### config.mk
export PLATFORM = sky130hd
export DESIGN_NAME = vmem_sequencer
export DESIGN_NICKNAME = d
export VERILOG_FILES = /design/src/rtl/simd_pkg.sv /design/src/rtl/vmem_lane_reg.sv /design/src/rtl/vmem_sequencer.sv
export SDC_FILE = /design/constraint.sdc
export NUM_CORES = 2
export LEC_CHECK = 0
export CORE_UTILIZATION = 35
export DETAILED_ROUTE_END_ITERATION = 10
export GPL_TIMING_DRIVEN = 0
export HOLD_SLACK_MARGIN = 0.08
export SLEW_MARGIN = 20
export SYNTH_ARGS = -nofsm -noshare
export SYNTH_HDL_FRONTEND = slang
export SYNTH_SLANG_ARGS = --single-unit
export TNS_END_PERCENT = 50
### constraint.sdc
create_clock -name clk -period 6.4 [get_ports clk]
set_input_delay 0.96 -clock clk [delete_from_list [all_inputs] [get_ports clk]]
set_output_delay 0.96 -clock clk [all_outputs]
set_load 0.05 [all_outputs]
### src/rtl/simd_pkg.sv
// Shared types and helpers for the vector memory sequencer.
// Holds the FSM state enum, word/lane sizing and the lane-slice helper.
package simd_pkg;

  localparam int LANES_DEF = 8;
  localparam int LANES_MAX = 16;
  localparam int WORD_W    = 32;

  typedef enum logic [2:0] {
    IDLE,
    SRD,
    VST,
    VLD,
    VDRAIN
  } vmem_state_t;

  // Picks word idx out of a vector zero-extended to LANES_MAX lanes.
  function automatic logic [WORD_W-1:0] lane_slice(
    input logic [LANES_MAX*WORD_W-1:0] vec,
    input logic [3:0]                  idx
  );
    logic [8:0] lo;
    lo = {idx, 5'b00000};
    return vec[lo +: WORD_W];
  endfunction

endpackage

### src/rtl/vmem_lane_reg.sv
// LANES x 32 capture register: one write enable per lane, a shared write word,
// synchronous clear of all lanes and asynchronous active-low reset.
module vmem_lane_reg
  import simd_pkg::*;
#(
  parameter int LANES = LANES_DEF
) (
  input  logic                          clk,
  input  logic                          reset,
  input  logic                          clr_i,
  input  logic [LANES-1:0]              we_i,
  input  logic [WORD_W-1:0]             wdata_i,
  output logic [LANES-1:0][WORD_W-1:0]  q_o
);

  for (genvar i = 0; i < LANES; i++) begin : g_lane
    logic [WORD_W-1:0] lane_q;

    always_ff @(posedge clk or negedge reset) begin
      if (!reset)        lane_q <= '0;
      else if (clr_i)    lane_q <= '0;
      else if (we_i[i])  lane_q <= wdata_i;
    end

    assign q_o[i] = lane_q;
  end

endmodule

### src/rtl/vmem_sequencer.sv
// M-stage sequencer sharing one 32-bit memory port between scalar accesses and
// LANES-beat vector loads/stores; holds stallM until the access completes.
module vmem_sequencer
  import simd_pkg::*;
#(
  parameter int LANES = LANES_DEF,
  parameter int AW    = 32
) (
  input  logic                    clk,
  input  logic                    reset,
  input  logic                    s_req,
  input  logic                    s_we,
  input  logic [AW-1:0]           s_addr,
  input  logic [WORD_W-1:0]       s_wdata,
  output logic [WORD_W-1:0]       s_rdata,
  output logic                    s_ready,
  input  logic                    v_req,
  input  logic                    v_we,
  input  logic [AW-1:0]           v_base,
  input  logic [WORD_W*LANES-1:0] v_wdata,
  output logic [WORD_W*LANES-1:0] v_rdata,
  output logic                    v_done,
  output logic                    stallM,
  output logic [AW-1:0]           mem_addr,
  output logic                    mem_we,
  output logic [WORD_W-1:0]       mem_wdata,
  input  logic [WORD_W-1:0]       mem_rdata
);

  localparam int BW = (LANES > 1) ? $clog2(LANES) : 1;
  localparam logic [BW-1:0] LAST = BW'(LANES - 1);

  vmem_state_t state_q, state_d;
  logic [BW-1:0] beat_q, beat_d;
  logic [AW-1:0] base_q;
  logic [LANES-1:0][WORD_W-1:0] wdata_q, stage, load_vec, rdata_q, vout;
  logic [LANES_MAX*WORD_W-1:0] wdata_ext;
  logic [AW-1:0] beat_addr;
  logic [LANES-1:0] cap_we;
  logic accept, stage_clr, rdata_ld, last_beat;
  logic mem_we_c, s_ready_c, v_done_c, stall_c;
  logic [AW-1:0] mem_addr_c;
  logic [WORD_W-1:0] mem_wdata_c, s_rdata_c;
  logic unused_addr_bits;

  assign unused_addr_bits = ^{s_addr[1:0], v_base[1:0]};

  // Burst address wraps modulo 2^AW through plain AW-bit addition.
  assign beat_addr = base_q + {{(AW-BW-2){1'b0}}, beat_q, 2'b00};
  assign last_beat = (beat_q == LAST);

  always_comb begin
    wdata_ext = '0;
    wdata_ext[LANES*WORD_W-1:0] = wdata_q;
  end

  // Final lane comes straight off the memory port in VDRAIN.
  always_comb begin
    load_vec = stage;
    load_vec[LANES-1] = mem_rdata;
  end

  always_comb begin
    state_d     = state_q;
    beat_d      = beat_q;
    accept      = 1'b0;
    stage_clr   = 1'b0;
    rdata_ld    = 1'b0;
    cap_we      = '0;
    mem_we_c    = 1'b0;
    mem_addr_c  = '0;
    mem_wdata_c = '0;
    s_ready_c   = 1'b0;
    s_rdata_c   = '0;
    v_done_c    = 1'b0;
    unique case (state_q)
      IDLE: begin
        if (v_req) begin
          accept    = 1'b1;
          beat_d    = '0;
          stage_clr = !v_we;
          state_d   = v_we ? VST : VLD;
        end else if (s_req) begin
          mem_addr_c = {s_addr[AW-1:2], 2'b00};
          if (s_we) begin
            mem_we_c    = 1'b1;
            mem_wdata_c = s_wdata;
            s_ready_c   = 1'b1;
          end else begin
            state_d = SRD;
          end
        end
      end
      SRD: begin
        s_ready_c = 1'b1;
        s_rdata_c = mem_rdata;
        state_d   = IDLE;
      end
      VST: begin
        mem_we_c    = 1'b1;
        mem_addr_c  = beat_addr;
        mem_wdata_c = lane_slice(wdata_ext, 4'(beat_q));
        if (last_beat) begin
          v_done_c = 1'b1;
          beat_d   = '0;
          state_d  = IDLE;
        end else begin
          beat_d = beat_q + BW'(1);
        end
      end
      VLD: begin
        mem_addr_c = beat_addr;
        // Read data lags the address by one cycle, so it belongs to lane beat-1.
        if (beat_q != '0) cap_we = LANES'(1) << (beat_q - BW'(1));
        if (last_beat) begin
          beat_d  = '0;
          state_d = VDRAIN;
        end else begin
          beat_d = beat_q + BW'(1);
        end
      end
      VDRAIN: begin
        v_done_c = 1'b1;
        rdata_ld = 1'b1;
        state_d  = IDLE;
      end
      default: state_d = IDLE;
    endcase
  end

  always_ff @(posedge clk or negedge reset) begin
    if (!reset) begin
      state_q <= IDLE;
      beat_q  <= '0;
      base_q  <= '0;
      wdata_q <= '0;
      rdata_q <= '0;
    end else begin
      state_q <= state_d;
      beat_q  <= beat_d;
      if (accept) begin
        base_q  <= {v_base[AW-1:2], 2'b00};
        wdata_q <= v_wdata;
      end
      if (rdata_ld) rdata_q <= load_vec;
    end
  end

  vmem_lane_reg #(.LANES(LANES)) u_stage (
    .clk     (clk),
    .reset   (reset),
    .clr_i   (stage_clr),
    .we_i    (cap_we),
    .wdata_i (mem_rdata),
    .q_o     (stage)
  );

  assign stall_c = (state_q != IDLE)
                 | (v_req & (state_q == IDLE))
                 | (s_req & !s_we & (state_q == IDLE))
                 | (s_req & v_req);

  // A completion only releases the pipeline if the other requester is not waiting.
  assign stallM = reset & stall_c & !((s_ready_c & !v_req) | (v_done_c & !s_req));

  assign vout      = rdata_ld ? load_vec : rdata_q;
  assign v_rdata   = reset ? vout : '0;
  assign v_done    = reset & v_done_c;
  assign s_ready   = reset & s_ready_c;
  assign s_rdata   = reset ? s_rdata_c : '0;
  assign mem_we    = reset & mem_we_c;
  assign mem_addr  = reset ? mem_addr_c : '0;
  assign mem_wdata = reset ? mem_wdata_c : '0;

endmodule

==> qor.txt <==
cts repair resizes - 0
Yosys cell types - 50
CP startpoint kind - register
register area - 0.0193 mm2
EDFF count, synth - 0
largest net degree at the start of global routing - 137
sequential area share after synthesis - 55.3%
leak pwr - 22.5 nW
Comb power frac - 35.8%
I/O Pins - 746
Rows - 115
CP Capture Type - output port
YS warnings - 0
worst setup margin - 0.406 ns
total CTS buffers - 87
ANT nets after route - 0
FF-to-FF path depth - 9
Slew HR - 25.4%
initial antenna violation count - 24
commonest non-fill, non-tap cell in the layout - nand2_1
final setup TNS - 0 ns
Synth async-reset ratio - 100%
worst skew pair latency - 0.67 ns
Post-Syn Instances - 4034
Max Fclk - 167 MHz
worst-path cell with the longest stage delay - clkdlybuf4s50_1
CP Buf/Inv Count - 3
# nets final - 5238
WP data required - 5.44 ns
Syn Std Cell Area - 0.0349 mm2
dpl hpwl - 103 mm
fill cell count - 9598
Internal - 12.4 mW
Initial Util - 35.4%
Area after DPL - 0.0438 mm2
fin area - 0.0468 mm2
Clock Path Buffers - 3
CP Class - reg2out
H-Tree Level Count - 3
pre-CTS WS - 0.204 ns
FF+latch count, synth - 772
Crit path max-delay family - buffers and inverters
chip height - 318 um
number of global-route vias before repair - 30700
Crit Reg-Reg Startpoint - beat_q[1]
Final Hold Viols - 0
crit path DAT - 5.03 ns
die footprint - 0.101 mm2
Power per Cell Area - 428 mW/mm2
Crit path depth - 9
final slew viol count - 0
Avg Vias per Cell - 4.90
Synth Area per Inst - 8.65 um2
slowest stage delay, CP - 0.81 ns
CTS tree - built
Final period util - 93.6%
GRT Overall Usage - 26.8%
drt pass-1 iters - 5
Layout Utilization - 47.5%
switching portion of total power - 38.1%
Psw - 7.62 mW
drt drc - 0
IO buf count - 707
DR vias - 30400
worst min-delay path class - in2async
Die Span X - 318 um
Worst R2R Setup Slack - 2.63 ns
RSZ-0062 raised after global routing - false
clock root buffer - clkbuf_16
RePlAce Congestion - 0.869
Primary FF master, synth - dfrtp_1
Setup Viol. Count Final - 0
commonest cells after routing, fill and taps aside - nand2_1, dfrtp_1, clkdlybuf4s50_1
Clock power frac - 26.4%
Critical R2R Capture - u_stage.g_lane[2].lane_q[25]
clock period minus final worst setup slack - 5.99 ns
Worst Skew - 0.0293 ns
Wirelength per Cell - 22.0 um
footprint of the multi-input gates - 0.0141 mm2
clk sinks - 772
crit path from - beat_q[1]
total congestion overflow - 0
largest fanout on the critical path - 19
first-pass GRT wire length - 200 mm
postcts setup bufs - 0
worst-margin pin slew - 1.12 ns
Worst-path clk slew - 0.06 ns
maxcap violations - 0
share of cells above drive strength 1 - 7.24%
CP Capture Point - mem_addr[20]
drt initial violations - 2418
area grow syn2layout - 34.1%
Max VDD drop - 0.287 mV
status - completed
sequential fraction of design power - 37.7%
CTS Hold Bufs - 0
CP Cell Sequence - buf_2 -> inv_1 -> fa_1 -> nand2b_4 -> a2111oi_4 -> nand4_1 -> xor2_1 -> o21ai_2 -> clkdlybuf4s50_1
Total Wirelength - 137 mm
Core ar. - 0.0986 mm2
==> per-layer routing <==
layer / global-route usage, % / share of wire (%)
met5: 0 / 0.11
met4: 7.72 / 2.7
met3: 5.90 / 6.7
met2: 47.1 / 51
met1: 32.8 / 40
==> through the flow <==
| step | power [mW] | std cells | hold slack (ns) |
|---|---|---|---|
| 3_5_place_dp | 14.8 | 6036 | 0.452 |
| 2_1_floorplan | 12.0 | 4035 | 0.434 |
| 6_report | 20.0 | 6203 | 0.283 |
| 5_1_grt | 21.1 | 6201 | 0.309 |
| 4_1_cts | 20.2 | 6193 | 0.294 |
| 3_3_place_gp | 14.8 | 6029 | 0.447 |
==> how the worst min path moves through the flow <==
stage / cells after the start / slack, ns / endpoint
3_3_place_gp: 2 / 0.45 / rdata_q[237]
3_5_place_dp: 2 / 0.45 / rdata_q[118]
6_report: 1 / 0.28 / rdata_q[254]
2_1_floorplan: 2 / 0.43 / rdata_q[0]
4_1_cts: 1 / 0.29 / rdata_q[188]
5_1_grt: 1 / 0.31 / rdata_q[254]
==> registers in the layout (all words and copies together), names as in the netlist <==
name	count
wdata_ext	256
u_stage.g_lane.lane_q	224
state_q	3
rdata_q	256
beat_q	3
base_q	30
==> area by class of cell <==
class / count / area share [%]
diodes: 10 / 0.0534
plain buffers: 296 / 3.05
inverters: 8 / 0.0641
clock inverters: 33 / 1.01
flip-flops and latches: 772 / 41.3
multi-input cells: 2958 / 30.2
well taps: 1287 / 3.44
clock buffers: 125 / 5.43
repair buffers: 714 / 15.5
==> synthesized netlist by cell type, types with 2 or more instances <==
| library cell | instances | area, um2 |
|---|---|---|
| nor3_1 | 2 | 10.0 |
| nand3_1 | 12 | 60.1 |
| mux2i_1 | 32 | 320 |
| nor2b_1 | 3 | 18.8 |
| and4_1 | 5 | 43.8 |
| xor2_1 | 22 | 193 |
| nor2_1 | 11 | 41.3 |
| ha_1 | 10 | 125 |
| nor2_2 | 3 | 18.8 |
| a21oi_1 | 233 | 1170 |
| buf_4 | 40 | 300 |
| buf_6 | 9 | 101 |
| inv_1 | 7 | 26.3 |
| xnor2_1 | 5 | 43.8 |
| o31ai_1 | 3 | 22.5 |
| o21ai_1 | 23 | 115 |
| clkbuf_1 | 160 | 601 |
| and3_1 | 7 | 43.8 |
| dfrtp_1 | 772 | 19300 |
| mux4_2 | 64 | 1440 |
| buf_2 | 77 | 385 |
| and2_1 | 302 | 1890 |
| nand2_1 | 2145 | 8050 |
| nand2b_1 | 3 | 18.8 |
| o21ai_0 | 37 | 185 |
| buf_1 | 10 | 37.5 |
| a22oi_1 | 2 | 15.0 |
| nand4_1 | 13 | 81.3 |
==> power groups by stage <==
stage          Sequential [mW]  Clock, mW  Combinational (mW)
3_3_place_gp              7.65          0                7.11
2_1_floorplan             7.24          0                4.80
4_1_cts                   7.55       5.39                7.24
5_1_grt                   7.74       5.57                7.79
6_report                  7.56       5.29                7.18
3_5_place_dp              7.62          0                7.21
==> kinds of logic after synthesis <==
kind of cell | after synthesis | share of synthesized area [%]
and+or+nand+nor | 2516 | 29.7
DFF | 772 | 55.3
AOI/OAI and AO/OA | 306 | 4.59
buffers and inverters | 305 | 4.18
muxes | 96 | 5.05
xor gates and xnor gates | 27 | 0.677
adders and majority gates | 11 | 0.416
other | 1 | 0.0107
No activity file was read; power rests on OpenSTA's default activity.
